===== config.mk =====
export PLATFORM = sky130hd
export DESIGN_NAME = mem_wb_stage
export DESIGN_NICKNAME = d
export VERILOG_FILES = /design/src/rtl/mem_wb_stage.sv
export SDC_FILE = /design/constraint.sdc
export NUM_CORES = 1
export LEC_CHECK = 0
export CORE_MARGIN = 2
export CORE_UTILIZATION = 52
export DETAILED_ROUTE_END_ITERATION = 10
export PLACE_DENSITY_LB_ADDON = 0.3
export SLEW_MARGIN = 30
export SYNTH_ARGS = -nofsm -noshare
export SYNTH_HDL_FRONTEND = slang
export SYNTH_SLANG_ARGS = --single-unit

===== constraint.sdc =====
create_clock -name clk -period 3.9 [get_ports clk]
set_input_delay 0.975 -clock clk [delete_from_list [all_inputs] [get_ports clk]]
set_output_delay 0.975 -clock clk [all_outputs]
set_load 0.005 [all_outputs]

===== src/rtl/mem_wb_stage.sv =====
// mem_wb_stage: memory-to-writeback pipeline register.
// Extracts load data from the raw data-memory word in M, registers the
// writeback fields into W, selects the writeback result, and counts
// retired instructions.
// Optional feature: define MISALIGN_TRAP_EN to suppress register writes for
// misaligned loads and raise a sticky MisalignW flag. Without it, misaligned
// loads write normally using the lane-select rules and MisalignW is tied to 0.
module mem_wb_stage (
    input  logic        clk,
    input  logic        reset,
    input  logic        StallW,
    input  logic        FlushW,
    input  logic        ValidM,
    input  logic        RegWriteM,
    input  logic [1:0]  ResultSrcM,
    input  logic [2:0]  funct3M,
    input  logic [4:0]  rdM,
    input  logic [31:0] ALUResultM,
    input  logic [31:0] ReadDataM,
    input  logic [31:0] PCplus4M,
    output logic        ValidW,
    output logic        RegWriteW,
    output logic [4:0]  rdW,
    output logic [31:0] ResultW,
    output logic        MisalignW,
    output logic [31:0] RetireCount
);

    typedef enum logic [1:0] {
        SRC_ALU  = 2'b00,
        SRC_LOAD = 2'b01,
        SRC_PC4  = 2'b10,
        SRC_ALU2 = 2'b11
    } result_src_e;

    typedef enum logic [2:0] {
        F3_LB  = 3'b000,
        F3_LH  = 3'b001,
        F3_LW  = 3'b010,
        F3_LBU = 3'b100,
        F3_LHU = 3'b101
    } load_f3_e;

    logic [7:0]  load_byte;
    logic [15:0] load_half;
    logic [31:0] load_data;
    logic        write_ok;

    logic        valid_w;
    logic        regwrite_w;
    logic [4:0]  rd_w;
    result_src_e resultsrc_w;
    logic [31:0] alu_w;
    logic [31:0] load_w;
    logic [31:0] pc4_w;
    logic [31:0] retire_count;

    // Byte lane picked by addr[1:0], half lane by addr[1]; lane 0 is the LSBs.
    assign load_byte = ReadDataM[{ALUResultM[1:0], 3'b000} +: 8];
    assign load_half = ReadDataM[{ALUResultM[1], 4'b0000} +: 16];

    // Format the load value according to the load width and signedness.
    always_comb begin
        // NOTE: every combinational output gets a default first so no path can infer a latch.
        load_data = ReadDataM;
        case (funct3M)
            F3_LB:   load_data = {{24{load_byte[7]}}, load_byte};
            F3_LH:   load_data = {{16{load_half[15]}}, load_half};
            F3_LBU:  load_data = {24'h0, load_byte};
            F3_LHU:  load_data = {16'h0, load_half};
            default: load_data = ReadDataM;
        endcase
    end

`ifdef MISALIGN_TRAP_EN
    logic misalign_m;
    logic misalign_w;

    // Flag loads whose address is not aligned to the access width.
    always_comb begin
        misalign_m = 1'b0;
        if (ResultSrcM == SRC_LOAD) begin
            case (funct3M)
                F3_LH, F3_LHU: misalign_m = ALUResultM[0];
                F3_LW:         misalign_m = |ALUResultM[1:0];
                default:       misalign_m = 1'b0;
            endcase
        end
    end

    // x0 is never written, and a trapped misaligned load does not write either.
    assign write_ok = RegWriteM && (rdM != 5'd0) && !misalign_m;

    // Sticky misaligned-load flag, set only by a real (valid) captured load.
    always_ff @(posedge clk or negedge reset) begin
        if (!reset) begin
            misalign_w <= 1'b0;
        end else if (!FlushW && !StallW && ValidM && misalign_m) begin
            misalign_w <= 1'b1;
        end
    end

    assign MisalignW = misalign_w;
`else
    // x0 is never written.
    assign write_ok  = RegWriteM && (rdM != 5'd0);
    assign MisalignW = 1'b0;
`endif

    // W pipeline register: flush inserts a bubble, stall holds, else capture.
    always_ff @(posedge clk or negedge reset) begin
        if (!reset) begin
            valid_w      <= 1'b0;
            regwrite_w   <= 1'b0;
            rd_w         <= 5'd0;
            resultsrc_w  <= SRC_ALU;
            alu_w        <= 32'd0;
            load_w       <= 32'd0;
            pc4_w        <= 32'd0;
            retire_count <= 32'd0;
        end else if (FlushW) begin
            // NOTE: non-blocking assignments here so all W fields sample pre-edge values together.
            valid_w    <= 1'b0;
            regwrite_w <= 1'b0;
        end else if (!StallW) begin
            valid_w     <= ValidM;
            regwrite_w  <= write_ok;
            rd_w        <= rdM;
            resultsrc_w <= result_src_e'(ResultSrcM);
            alu_w       <= ALUResultM;
            load_w      <= load_data;
            pc4_w       <= PCplus4M;
            if (ValidM) begin
                retire_count <= retire_count + 32'd1;
            end
        end
    end

    // Writeback result mux driven from the W registers.
    always_comb begin
        ResultW = alu_w;
        case (resultsrc_w)
            SRC_LOAD: ResultW = load_w;
            SRC_PC4:  ResultW = pc4_w;
            default:  ResultW = alu_w;
        endcase
    end

    assign ValidW      = valid_w;
    assign RegWriteW   = regwrite_w;
    assign rdW         = rd_w;
    assign RetireCount = retire_count;

endmodule


Word level (Yosys, flattened, before mapping)
Index checks and enable logic that the tools add are counted.
Widths: inputs -> output; s select.
Storage, ports and cells
  register bits after elaboration: 137
  word-level logic and storage cells: 30
  output and inout bits: 72
  input bits: 112
Cells by class
  $add $sub $neg: 1
  eq/ne operators: 6
  reduce and logical (&&, ||, !) cells: 5
  bitwise operators: 2
  shift-type cells: 2
  muxes and demuxes: 6
Operators by type and width (number)
  $pmux 32 s4: 1
  $pmux 32 s2: 1
  $add 32x1->32 const B: 1
  $shiftx 32x6->16: 1
  $shiftx 32x6->8: 1
  $eq 3x3->1 const B: 2
  $reduce_bool 5->1: 1
  $mux 1: 4
  $eq 3x1->1 const B: 1
  $logic_not 3->1: 1
  $reduce_and 3->1: 1
  $eq 2x1->1 const B: 1
  $eq 2x2->1 const B: 1
  $ne 2x1->1 const B: 1
  $not 1->1: 2
  $reduce_and 2->1: 1
  $logic_and 1x1->1: 1

Longest topological paths before layout
  depth after elaboration: 4
  depth in mapped cells: 6
  depth with buffers taken out: 5

Worst setup path before layout
Ideal clock, no wire load.
  path kind: input-to-reg
  start: input FlushW
  end: register retire_count[19] (netlist: RetireCount[19])
  slack: 1.418 ns
  library setup time: 0.079 ns
  path buffers: 1
  data required time: 3.821 ns
  cell stages on the path: 5
  data arrival time: 2.403 ns
  cells stage by stage: or3b_1 -> or4b_1 -> buf_4 -> nor4_4 -> xor2_1
Between the ends
  cells in the longest elaborated chain, start to end: 2
RTL lines
  start: declaration: line 12  | input logic FlushW,
  $not 1->1 (no line)
  $reduce_and 3->1 (no line)
  end signal: assignment: line 134  | retire_count <= retire_count + 32'd1;
  end: declaration: line 56  | logic [31:0] retire_count;
No other way between the ends.
A chain may end at the register's enable or synchronous reset.

Worst setup path after layout
  start: register resultsrc_w[0]
  end: output ResultW[31]
Between the ends
  cells in the longest elaborated chain, start to end: 2
  elaborated cells between the ends (all ways): 3
  classes of those cells: eq/ne: 2; mux: 1
RTL lines
  start: declaration: line 52  | result_src_e resultsrc_w;
  start signal: assignment: line 129  | resultsrc_w <= result_src_e'(ResultSrcM);
  $eq 2x2->1 / $eq 2x1->1 (equally long branches): line 142  | case (resultsrc_w)
  $pmux 32 s2 (*): line 142
  end: declaration: line 24  | output logic [31:0] ResultW,
Every way passes the cells marked *; elsewhere a longest branch is shown, timed or not.

==> run metrics <==
status=finished, final reports clean; Clk Latency, worst-skew pair=0.41 ns; Synth Warn #=0; Resized Gates After CTS=0; Post-CTS Setup Bufs=0; first-pass GRT wire length=29200 µm; IO Pins=184; H-tree Lvls=4; Starting DRT DRC Count=389; leading area contributor after synthesis=dfrtp_1; Post-synth EDFFs=0; Port Buffers=182; Slew headroom=0.522; Critical Path RT=2.92 ns; top cells by area, synth=dfrtp_1, nand2_1, o21ai_0; DR WL/cell=16.8 µm; Max Buffers Root-to-Sink=2; Design Power=4.17 mW; max-slew violations=0; Die W=116 µm; final setup violation count=0; setup_tns=0 ns; Final Cycle Share=0.916; Area after DPL=8500 µm²; final core occ=0.750; Core Box Area=12100 µm²; Worst-Margin Slew=0.716 ns; VDD IR-drop max=0.310 mV; initial core utilization=0.539; pwr dens=458 nW/µm²; drt first pass iters=5; Synth top area share=0.526; Synth cell types=45; post-DP HPWL=12600 µm; crit path cell chain=inv_1 > ha_2 > a22oi_1 > o21ai_0 > clkdlybuf4s50_1; Antenna Nets Post-Route=0; skew final=0.00774 ns; Leakage=4.16 nW; Mapped Area=6520 µm²; largest net degree at the start of global routing=94; site row count=40; die area=13500 µm²; minimum clock period=3.57 ns; Max Clk Rate=280 MHz; Antenna Diode Count=0; RSZ-0062 raised after global routing=false; area grow syn2layout=39.3%; sequential area share after synthesis=0.526; height of the die=116 µm; DRC errors left=0; CTS buffer count=17; total gr overflow=0; Avg Synthesized Cell Area=8.70 µm²; fillcell total=874; Total Routing Usage GR=0.283; crit start category=flop; clk sinks=137; share of layout cells above drive strength 1=0.0592; vias in the first global route=5973; Most used DFF post-synth=dfrtp_1; Worst setup EP type=output port; Vias/cell=5.43; CTS clk-pin slew, worst paths=0.06 ns; Crit path largest cell delay=0.65 ns; crit path max fanout=32; Yosys reg bits=137; Syn Nets=865; CTS Hold Bufs=0; CP Class=flop to output port; Routed WL=18400 µm; Hold/Removal Path Class=flop to flop; via count=5952; initial antenna violation count=0; critical path's slowest cell=ha_2; Worst EP arrival=2.60 ns; Post-synth ARST share=1.00; # nets final=1031; CTS tree=done; gpl congestion=0.853; MaxCap Viol Count=0; Finished Cell Area=9090 µm²; CTS Root Cell=clkbuf_16; synthesized instance count=750; final hold violations=0
[path summary, 6_finish.rpt]
| check | start | end | slack [ns] | cells after the start |
|---|---|---|---|---|
| setup / recovery | resultsrc_w[0] | ResultW[31] | 0.33 | 5 |
| hold / removal | RetireCount[31] | RetireCount[31] | 0.47 | 1 |
| setup reg to reg | RetireCount[14] | RetireCount[30] | 1.77 | 4 |
| hold reg to reg | RetireCount[31] | RetireCount[31] | 0.47 | 1 |
| max in group asynchronous | reset | alu_w[0] | 2.50 | 2 |
| min in group asynchronous | reset | RetireCount[9] | 0.57 | 1 |
[layout by cell type (no fill, tap or decap), drive strengths merged, types with 4 or more instances in the layout]
master         netlist  routed
mux2i                9       9
clkdlybuf4s50        0     181
xor2                16      16
nor4                 5       5
a22oi               32      32
clkbuf              38      25
xnor2               15      15
o31ai                4       4
inv                 11      11
nor2                33      33
dfrtp              137     137
a21oi               28      28
o21ai               50      50
nand3                9       9
nand2              286     286
nor2b                8       8
nor3                10      10
o22ai                8       8
buf                  7      11
or3                  6       6
nand4                6       6
clkinv               1       4
[state kept, by name, summed over array words and instances (netlist names)]
register and count:
ValidW 1, RegWriteW 1, load_w 32, pc4_w 32, alu_w 32, rdW 5
RetireCount 32, resultsrc_w 2
[layer usage]
layer | wire length, µm | GRT usage
met1 | 7830 | 0.375
met2 | 8990 | 0.452
met4 | 539 | 0.124
met3 | 1070 | 0.0601
met5 | 0 | 0
[power by group]
part           leakage (nW)  switching (mW)  internal, mW
Combinational          2.18           0.412         0.458
Clock                 0.283           0.584          1.01
Sequential             1.70           0.118          1.59
Total                  4.16            1.11          3.05
[metrics by stage]
stage,instances,hold slack [ns],setup WS [ns]
final,1097,0.469,0.326
after global routing,1097,0.502,0.212
after CTS,1097,0.470,0.365
after detailed placement,1065,0.459,0.458
after global placement,1065,0.458,0.577
after floorplan,750,0.446,1.42
[worst max-delay path, delay by kind of cell (launching register included)]
| kind | cells | cell delay (ns) |
|---|---|---|
| AOI/OAI and AO/OA | 2 | 0.51 |
| adders and majority gates | 1 | 0.65 |
| buffers and inverters | 2 | 0.64 |
| DFF | 1 | 0.38 |
[area by class of cell]
class                   instances  area [µm²]  share of cell area
flip-flops and latches        137        3430               0.377
multi-input cells             556        2880               0.317
repair buffers                192        1940               0.213
clock buffers                  25         495              0.0545
well taps                     168         210              0.0231
clock inverters                 7        90.1             0.00991
inverters                      12        45.0             0.00496
[cells by family after synthesis]
kind of cell,synth area share
compound gates,0.115
xor+xnor,0.0416
fa+ha+maj,0.00576
buf+inv,0.0343
flops,0.526
mux,0.0224
other cells,0.000575
simple gates,0.255
[synth_stat cells (2+ instances only)]
master and n:
nand2_1 286, dfrtp_1 137, o21ai_0 50, clkbuf_1 38, nor2_1 33, a22oi_1 32
a21oi_1 28, xor2_1 16, xnor2_1 15, inv_1 11, mux2i_1 9, nand3_1 9
nor2b_1 8, o22ai_1 8, nor3_1 7, nand4_1 6, or3_1 6, nor4_4 4
o31ai_1 4, buf_1 3, ha_1 3, mux2_2 3, nor3_2 3, or4_1 3
and3_1 2, and4_1 2, buf_2 2, buf_4 2, nand2b_1 2, nand3b_1 2
or2_2 2
Note: power is estimated with default switching activity, not from simulation.
